File: config.mk
export PLATFORM = sky130hd
export DESIGN_NAME = alu_seq
export DESIGN_NICKNAME = d
export VERILOG_FILES = /design/src/rtl/alu_seq_pkg.sv /design/src/rtl/alu_seq_iter.sv /design/src/rtl/alu_seq.sv
export SDC_FILE = /design/constraint.sdc
export NUM_CORES = 1
export LEC_CHECK = 0
export ABC_AREA = 0
export BUFFER_PORTS_ARGS = -buffer_cell sky130_fd_sc_hd__clkbuf_2
export CORE_ASPECT_RATIO = 0.8
export CORE_MARGIN = 4
export CORE_UTILIZATION = 47
export DETAILED_ROUTE_END_ITERATION = 8
export PLACE_DENSITY = 0.69
export SLEW_MARGIN = 0
export SYNTH_ARGS = -nofsm -noshare
export SYNTH_HDL_FRONTEND = slang
export SYNTH_SLANG_ARGS = --single-unit
File: constraint.sdc
create_clock -name clk -period 4.2 [get_ports clk]
set_clock_uncertainty 0.15 [all_clocks]
set_input_delay 1.26 -clock clk [delete_from_list [all_inputs] [get_ports clk]]
set_output_delay 1.26 -clock clk [all_outputs]
set_load 0.02 [all_outputs]
File: src/rtl/alu_seq_pkg.sv
// Shared opcode values, FSM state encoding and latency helper for the sequential ALU.
package alu_seq_pkg;

  localparam logic [2:0] FUNC_ADD  = 3'b000;
  localparam logic [2:0] FUNC_SUB  = 3'b001;
  localparam logic [2:0] FUNC_MUL  = 3'b010;
  localparam logic [2:0] FUNC_SLT  = 3'b011;
  localparam logic [2:0] FUNC_SLTU = 3'b100;
  localparam logic [2:0] FUNC_DIVU = 3'b101;

  typedef enum logic [1:0] {
    IDLE     = 2'd0,
    MUL_BUSY = 2'd1,
    DIV_BUSY = 2'd2,
    DONE     = 2'd3
  } state_t;

  // Cycles from accept to out_valid for a given opcode and operand width.
  function automatic int done_lat(input logic [2:0] f, input logic b_zero, input int w);
    if (f == FUNC_MUL || (f == FUNC_DIVU && !b_zero)) return w + 1;
    return 1;
  endfunction

endpackage

File: src/rtl/alu_seq_iter.sv
// Shared iterative datapath: shift-add multiply (mode 0) or restoring divide (mode 1), one bit per cycle.
module alu_seq_iter #(
  parameter int W = 16
) (
  input  logic         clk,
  input  logic         rst,
  input  logic         start,
  input  logic         mode,
  input  logic [W-1:0] a,
  input  logic [W-1:0] b,
  output logic         busy,
  output logic         done,
  output logic [W-1:0] lo,
  output logic [W-1:0] hi
);
  localparam int CW = $clog2(W) + 1;

  logic [2*W-1:0] acc;
  logic [2*W-1:0] acc_nxt;
  logic [W-1:0]   opb;
  logic [CW-1:0]  cnt;
  logic           mode_r;
  logic [W:0]     sum;
  logic [W:0]     rem_sh;
  logic [W:0]     diff;

  // lo/hi expose the value after the current iteration so the caller can
  // capture the final answer on the same edge as the last step.
  always_comb begin
    sum    = {1'b0, acc[2*W-1:W]} + (acc[0] ? {1'b0, opb} : {(W+1){1'b0}});
    rem_sh = acc[2*W-1:W-1];
    diff   = rem_sh - {1'b0, opb};
    if (!mode_r)
      acc_nxt = {sum, acc[W-1:1]};
    else if (diff[W])
      acc_nxt = {rem_sh[W-1:0], acc[W-2:0], 1'b0};
    else
      acc_nxt = {diff[W-1:0], acc[W-2:0], 1'b1};
  end

  assign done = busy && (cnt == CW'(W - 1));
  assign lo   = acc_nxt[W-1:0];
  assign hi   = acc_nxt[2*W-1:W];

  always_ff @(posedge clk or posedge rst) begin
    if (rst) begin
      busy   <= 1'b0;
      cnt    <= '0;
      mode_r <= 1'b0;
    end else if (start) begin
      busy   <= 1'b1;
      cnt    <= '0;
      mode_r <= mode;
    end else if (busy) begin
      cnt <= cnt + CW'(1);
      if (done) busy <= 1'b0;
    end
  end

  always_ff @(posedge clk) begin
    if (start) begin
      acc <= {{W{1'b0}}, a};
      opb <= b;
    end else if (busy) begin
      acc <= acc_nxt;
    end
  end

endmodule

File: src/rtl/alu_seq.sv
// Multi-cycle ALU with valid/ready handshakes: single-cycle ADD/SUB/SLT/SLTU, iterative MUL/DIVU.
module alu_seq
  import alu_seq_pkg::*;
#(
  parameter int W = 16
) (
  input  logic         clk,
  input  logic         rst,
  input  logic         in_valid,
  output logic         in_ready,
  input  logic [2:0]   func,
  input  logic [W-1:0] src_a,
  input  logic [W-1:0] src_b,
  output logic         out_valid,
  input  logic         out_ready,
  output logic [W-1:0] result,
  output logic [W-1:0] result_hi,
  output logic         flag_zero,
  output logic         flag_ovf,
  output logic         flag_err
);
  state_t state, state_nxt;

  logic         accept;
  logic         load;
  logic         start;
  logic         mode;
  logic [W-1:0] res_nxt;
  logic [W-1:0] hi_nxt;
  logic         ovf_nxt;
  logic         err_nxt;
  logic         it_busy;
  logic         it_done;
  logic [W-1:0] it_lo;
  logic [W-1:0] it_hi;

  logic signed [W-1:0] a_s;
  logic signed [W-1:0] b_s;
  logic [W-1:0]        sum;
  logic [W-1:0]        dif;

  assign a_s = src_a;
  assign b_s = src_b;
  assign sum = src_a + src_b;
  assign dif = src_a - src_b;

  alu_seq_iter #(.W(W)) u_iter (
    .clk   (clk),
    .rst   (rst),
    .start (start),
    .mode  (mode),
    .a     (src_a),
    .b     (src_b),
    .busy  (it_busy),
    .done  (it_done),
    .lo    (it_lo),
    .hi    (it_hi)
  );

  always_ff @(posedge clk or posedge rst) begin
    if (rst) state <= IDLE;
    else     state <= state_nxt;
  end

  always_comb begin
    state_nxt = state;
    load      = 1'b0;
    start     = 1'b0;
    mode      = 1'b0;
    res_nxt   = '0;
    hi_nxt    = '0;
    ovf_nxt   = 1'b0;
    err_nxt   = 1'b0;
    in_ready  = (state == IDLE) || ((state == DONE) && out_ready);
    accept    = in_valid && in_ready;
    case (state)
      IDLE, DONE: begin
        if (state == DONE && out_ready) state_nxt = IDLE;
        if (accept) begin
          state_nxt = DONE;
          load      = 1'b1;
          case (func)
            FUNC_ADD: begin
              res_nxt = sum;
              ovf_nxt = (src_a[W-1] == src_b[W-1]) && (sum[W-1] != src_a[W-1]);
            end
            FUNC_SUB: begin
              res_nxt = dif;
              ovf_nxt = (src_a[W-1] != src_b[W-1]) && (dif[W-1] != src_a[W-1]);
            end
            FUNC_MUL: begin
              state_nxt = MUL_BUSY;
              load      = 1'b0;
              start     = 1'b1;
            end
            FUNC_SLT:  res_nxt = {{(W-1){1'b0}}, (a_s < b_s)};
            FUNC_SLTU: res_nxt = {{(W-1){1'b0}}, (src_a < src_b)};
            FUNC_DIVU: begin
              if (src_b == '0) begin
                res_nxt = '1;
                hi_nxt  = src_a;
                err_nxt = 1'b1;
              end else begin
                state_nxt = DIV_BUSY;
                load      = 1'b0;
                start     = 1'b1;
                mode      = 1'b1;
              end
            end
            default: err_nxt = 1'b1;
          endcase
        end
      end
      MUL_BUSY, DIV_BUSY: begin
        if (it_done) begin
          state_nxt = DONE;
          load      = 1'b1;
          res_nxt   = it_lo;
          hi_nxt    = it_hi;
        end else if (!it_busy) begin
          // Datapath idle without finishing cannot occur normally; recover rather than hang.
          state_nxt = IDLE;
        end
      end
      default: state_nxt = IDLE;
    endcase
  end

  assign out_valid = (state == DONE);

  always_ff @(posedge clk or posedge rst) begin
    if (rst) begin
      result    <= '0;
      result_hi <= '0;
      flag_zero <= 1'b0;
      flag_ovf  <= 1'b0;
      flag_err  <= 1'b0;
    end else if (load) begin
      result    <= res_nxt;
      result_hi <= hi_nxt;
      flag_zero <= (res_nxt == '0);
      flag_ovf  <= ovf_nxt;
      flag_err  <= err_nxt;
    end
  end

endmodule

==> impl_metrics.csv <==
group,metric,value,unit
logic_synthesis,synth_edf_count,32,
power_and_ir_drop,p_per_area,709,mW/mm2
power_and_ir_drop,total_power,0.00637,W
power_and_ir_drop,ir_worst_vdd,0.408,mV
critical_path,path_common_cell,"inv_1",
timing,setup-violations-final,0,
timing,setup_tns,0,ns
logic_synthesis,synth_cell_types,82,
power_and_ir_drop,p_seq_share,27.0,%
routing,antenna_left,0,
critical_path,cp.arrival,4.19,ns
critical_path,startpoint_type,"primary input",
timing,finalCritPeriodShare,96.4,%
critical_path,max_stage_delay,0.39,ns
critical_path,crit_path_end_kind,"register",
timing,tightestPinTransition,0.857,ns
die,io_pins,76,
cells_and_area,layout-drive-gt1-share,22.3,%
global_route,antenna_found_initial,0,
run,max_cap_viol_count,0,
placed_design,gp_congestion,0.936,
power_and_ir_drop,power.leakage,4.22,nW
logic_synthesis,syn-instance-count,864,
timing,hold_ws,0.334,ns
power_and_ir_drop,p_int,0.00341,W
cells_and_area,fin_nets,1111,
die,core_area,0.0153,mm2
die,rows,40,
global_route,grt_overflow,0,
routing,vias,7167,
die,initial_core_util,48.8,%
die,dieWidth,149,um
clock_network,clk_path_buf_depth,2,
power_and_ir_drop,switching_share,46.5,%
routing,vias_per_cell,5.89,
clock_network,holdBufCountCts,0,
global_route,grt_max_degree,34,
critical_path,critPathMaxFanout,3,
clock_network,cts_inserted_buffers,9,
placed_design,hpwl,18500,um
critical_path,slowest_stage,"fa_1",
critical_path,crit_chain,"clkbuf_2 -> inv_1 -> ha_1 -> inv_1 -> fa_1 -> a211oi_1 -> a211oi_2 -> o21a_1 -> o221ai_1 -> xnor2_1 -> a221oi_1 -> buf_4 -> o211ai_1 -> nor4_1 -> nand4_1 -> nor3_2 -> a32o_2",
power_and_ir_drop,power_frac_comb,60.1,%
routing,first_pass_iters,5,
routing,drc,0,
global_route,grt_pass1_vias,6558,
critical_path,criticalPathCategory,"primary input to register",
logic_synthesis,ys_seq_area_share,31.8,%
power_and_ir_drop,p_clk_share,12.9,%
logic_synthesis,ys.flop_type,"dfrtp_1",
die,dieArea,0.0180,mm2
clock_network,cts_root_buf,"clkbuf_16",
timing,hold_viol,0,
logic_synthesis,netlist_area,0.00748,mm2
critical_path,required,4.34,ns
die,die_h,121,um
hold_path,hold_path_class,"register to register",
logic_synthesis,ys_async_sr_fraction,47.8,%
logic_synthesis,avgSynthCellArea,8.66,um2
cells_and_area,area_growth_syn_to_layout,20.1,%
routing,drt_iter0_markers,660,
timing,max-slew-margin-rel,42.7,%
placed_design,portBuffers,75,
clock_network,clk_latency,0.36,ns
power_and_ir_drop,switchingPower,0.00296,W
cells_and_area,n_antenna_cell,0,
global_route,grt_util_all_layers,25.9,%
logic_synthesis,syn_nets,974,
timing,fmax,247,MHz
outcome,status,"finished clean",
clock_network,cts_tree,"yes",
cells_and_area,fillers,1388,
global_route,grt_pass1_wl,36500,um
clock_network,clk_pin_slew,0.07,ns
routing,wl_per_cell,19.3,um
logic_synthesis,ys_ff_latch,92,
logic_synthesis,yosysWarnings,0,
routing,routed_wl,23400,um
clock_network,htree_levels,3,
clock_network,clkSinkCount,92,
timing,drv_slew,0,
timing,min_period,4.05,ns
-- critical path: cells and delay by family --
| family | cells | cell delay, ns |
|---|---|---|
| adder cells (fa/ha/maj) | 2 | 0.54 |
| AND/OR/NAND/NOR | 3 | 0.53 |
| AO/OA/AOI/OAI | 7 | 1.40 |
| XOR/XNOR | 1 | 0.10 |
| buffers and inverters | 4 | 0.37 |
-- state kept, by name, summed over array words and instances, names as in the netlist --
name	cells
u_iter.opb	16
u_iter.busy	1
u_iter.acc	32
flag_zero	1
state	2
flag_err	1
u_iter.cnt	5
u_iter.mode_r	1
result_hi	16
result	16
flag_ovf	1
-- placed cells by master, fill, tap and decap left out, types with 5 or more instances in the layout --
cell type,instances
nand2_1,57
a22oi_1,6
dfxtp_1,16
nand3_1,15
o21a_1,12
o21ai_0,43
a211oi_1,11
xnor2_1,25
nor3_1,15
ha_1,67
edfxtp_1,32
buf_4,86
mux2i_1,23
a21o_1,20
a21oi_1,82
o31ai_1,8
nor2_1,95
clkbuf_2,75
mux2_2,5
nor2b_1,16
nand2b_1,11
a211oi_2,6
a221oi_1,8
dfrtp_1,43
clkbuf_16,9
and2_1,16
xor2_1,14
a221o_1,6
inv_1,63
-- cell usage after synthesis, types with 7 or more instances --
cell type | count | area, um2
edfxtp_1 | 32 | 961
a21o_1 | 20 | 150
o21ai_0 | 44 | 220
ha_1 | 67 | 838
nand3_1 | 15 | 75.1
clkbuf_1 | 21 | 78.8
xnor2_1 | 25 | 219
a21oi_1 | 83 | 415
nand2_1 | 57 | 214
nand2b_1 | 11 | 68.8
nor3_1 | 16 | 80.1
a221oi_1 | 9 | 78.8
mux2i_1 | 23 | 230
dfrtp_1 | 44 | 1100
nor2_1 | 96 | 360
buf_2 | 7 | 35.0
and2_1 | 16 | 100
o21a_1 | 12 | 90.1
o31ai_1 | 9 | 67.6
xor2_1 | 14 | 123
nor2b_1 | 16 | 100
dfxtp_1 | 16 | 320
a211oi_1 | 12 | 90.1
inv_1 | 64 | 240
-- final cells by class --
cell class                      count  area (um2)  share of cell area (%)
Tap cell                          210         263                    2.92
Clock inverter                      7        62.6                   0.696
Sequential cell                    92        2380                    26.5
Inverter                           65         244                    2.72
Clock buffer                        9         225                    2.51
Timing Repair Buffer              163        1060                    11.8
Multi-Input combinational cell    670        4740                    52.8
-- cells by family after synthesis --
kind of cell | count (synthesis) | share of synthesized area (%)
compound gates | 270 | 24.9
simple gates | 261 | 16.9
buf+inv | 102 | 5.40
flops | 92 | 31.8
fa+ha+maj | 71 | 12.3
xor+xnor | 40 | 4.78
mux | 28 | 3.83
-- metrics by stage --
stage | cell area [um2] | cells | setup slack, ns | utilization [%]
floorplan | 7480 | 864 | 0.262 | -
global placement | 8640 | 1199 | -0.0743 | 56.4
global route | 8980 | 1216 | -0.00931 | 58.7
detailed placement | 8640 | 1199 | -0.171 | 56.4
finish | 8980 | 1216 | 0.152 | 58.7
CTS | 8930 | 1215 | 0.187 | 58.3
-- per-layer routing --
layer,share of wire [%],wire [um],GRT usage (%)
met5,0,0,0
met4,1.3,299,4.97
met3,9.8,2290,7.34
met2,42,9900,37.8
met1,47,10900,38.5
-- path summary, 6_finish.rpt --
check                          startpoint             to  slack (ns)  cells past startpoint
setup / recovery                 src_a[0]      flag_zero        0.15                     17
hold / removal                  result[9]      result[9]        0.33                      2
setup reg to reg           u_iter.acc[15]  result_hi[10]        0.52                     15
hold reg to reg                 result[9]      result[9]        0.33                      2
max in group asynchronous             rst      result[5]        2.37                      3
min in group asynchronous             rst      result[0]        0.84                      2
-- power groups by stage --
stage | Clock (W) | Combinational, W | Sequential [W]
floorplan | 0 | 0.00265 | 0.00178
global placement | 0 | 0.00372 | 0.00172
detailed placement | 0 | 0.00376 | 0.00173
CTS | 0.000829 | 0.00379 | 0.00172
global route | 0.000861 | 0.00424 | 0.00177
finish | 0.000819 | 0.00383 | 0.00172
-- what timing repair did --
action                                  in CTS  in global routing
endpoints found under the hold margin        0                  0
setup buffers                                0                  1
endpoints found under the setup margin       0                  2
resized for setup                            0                 10
Power figures use the tool's default switching activity.
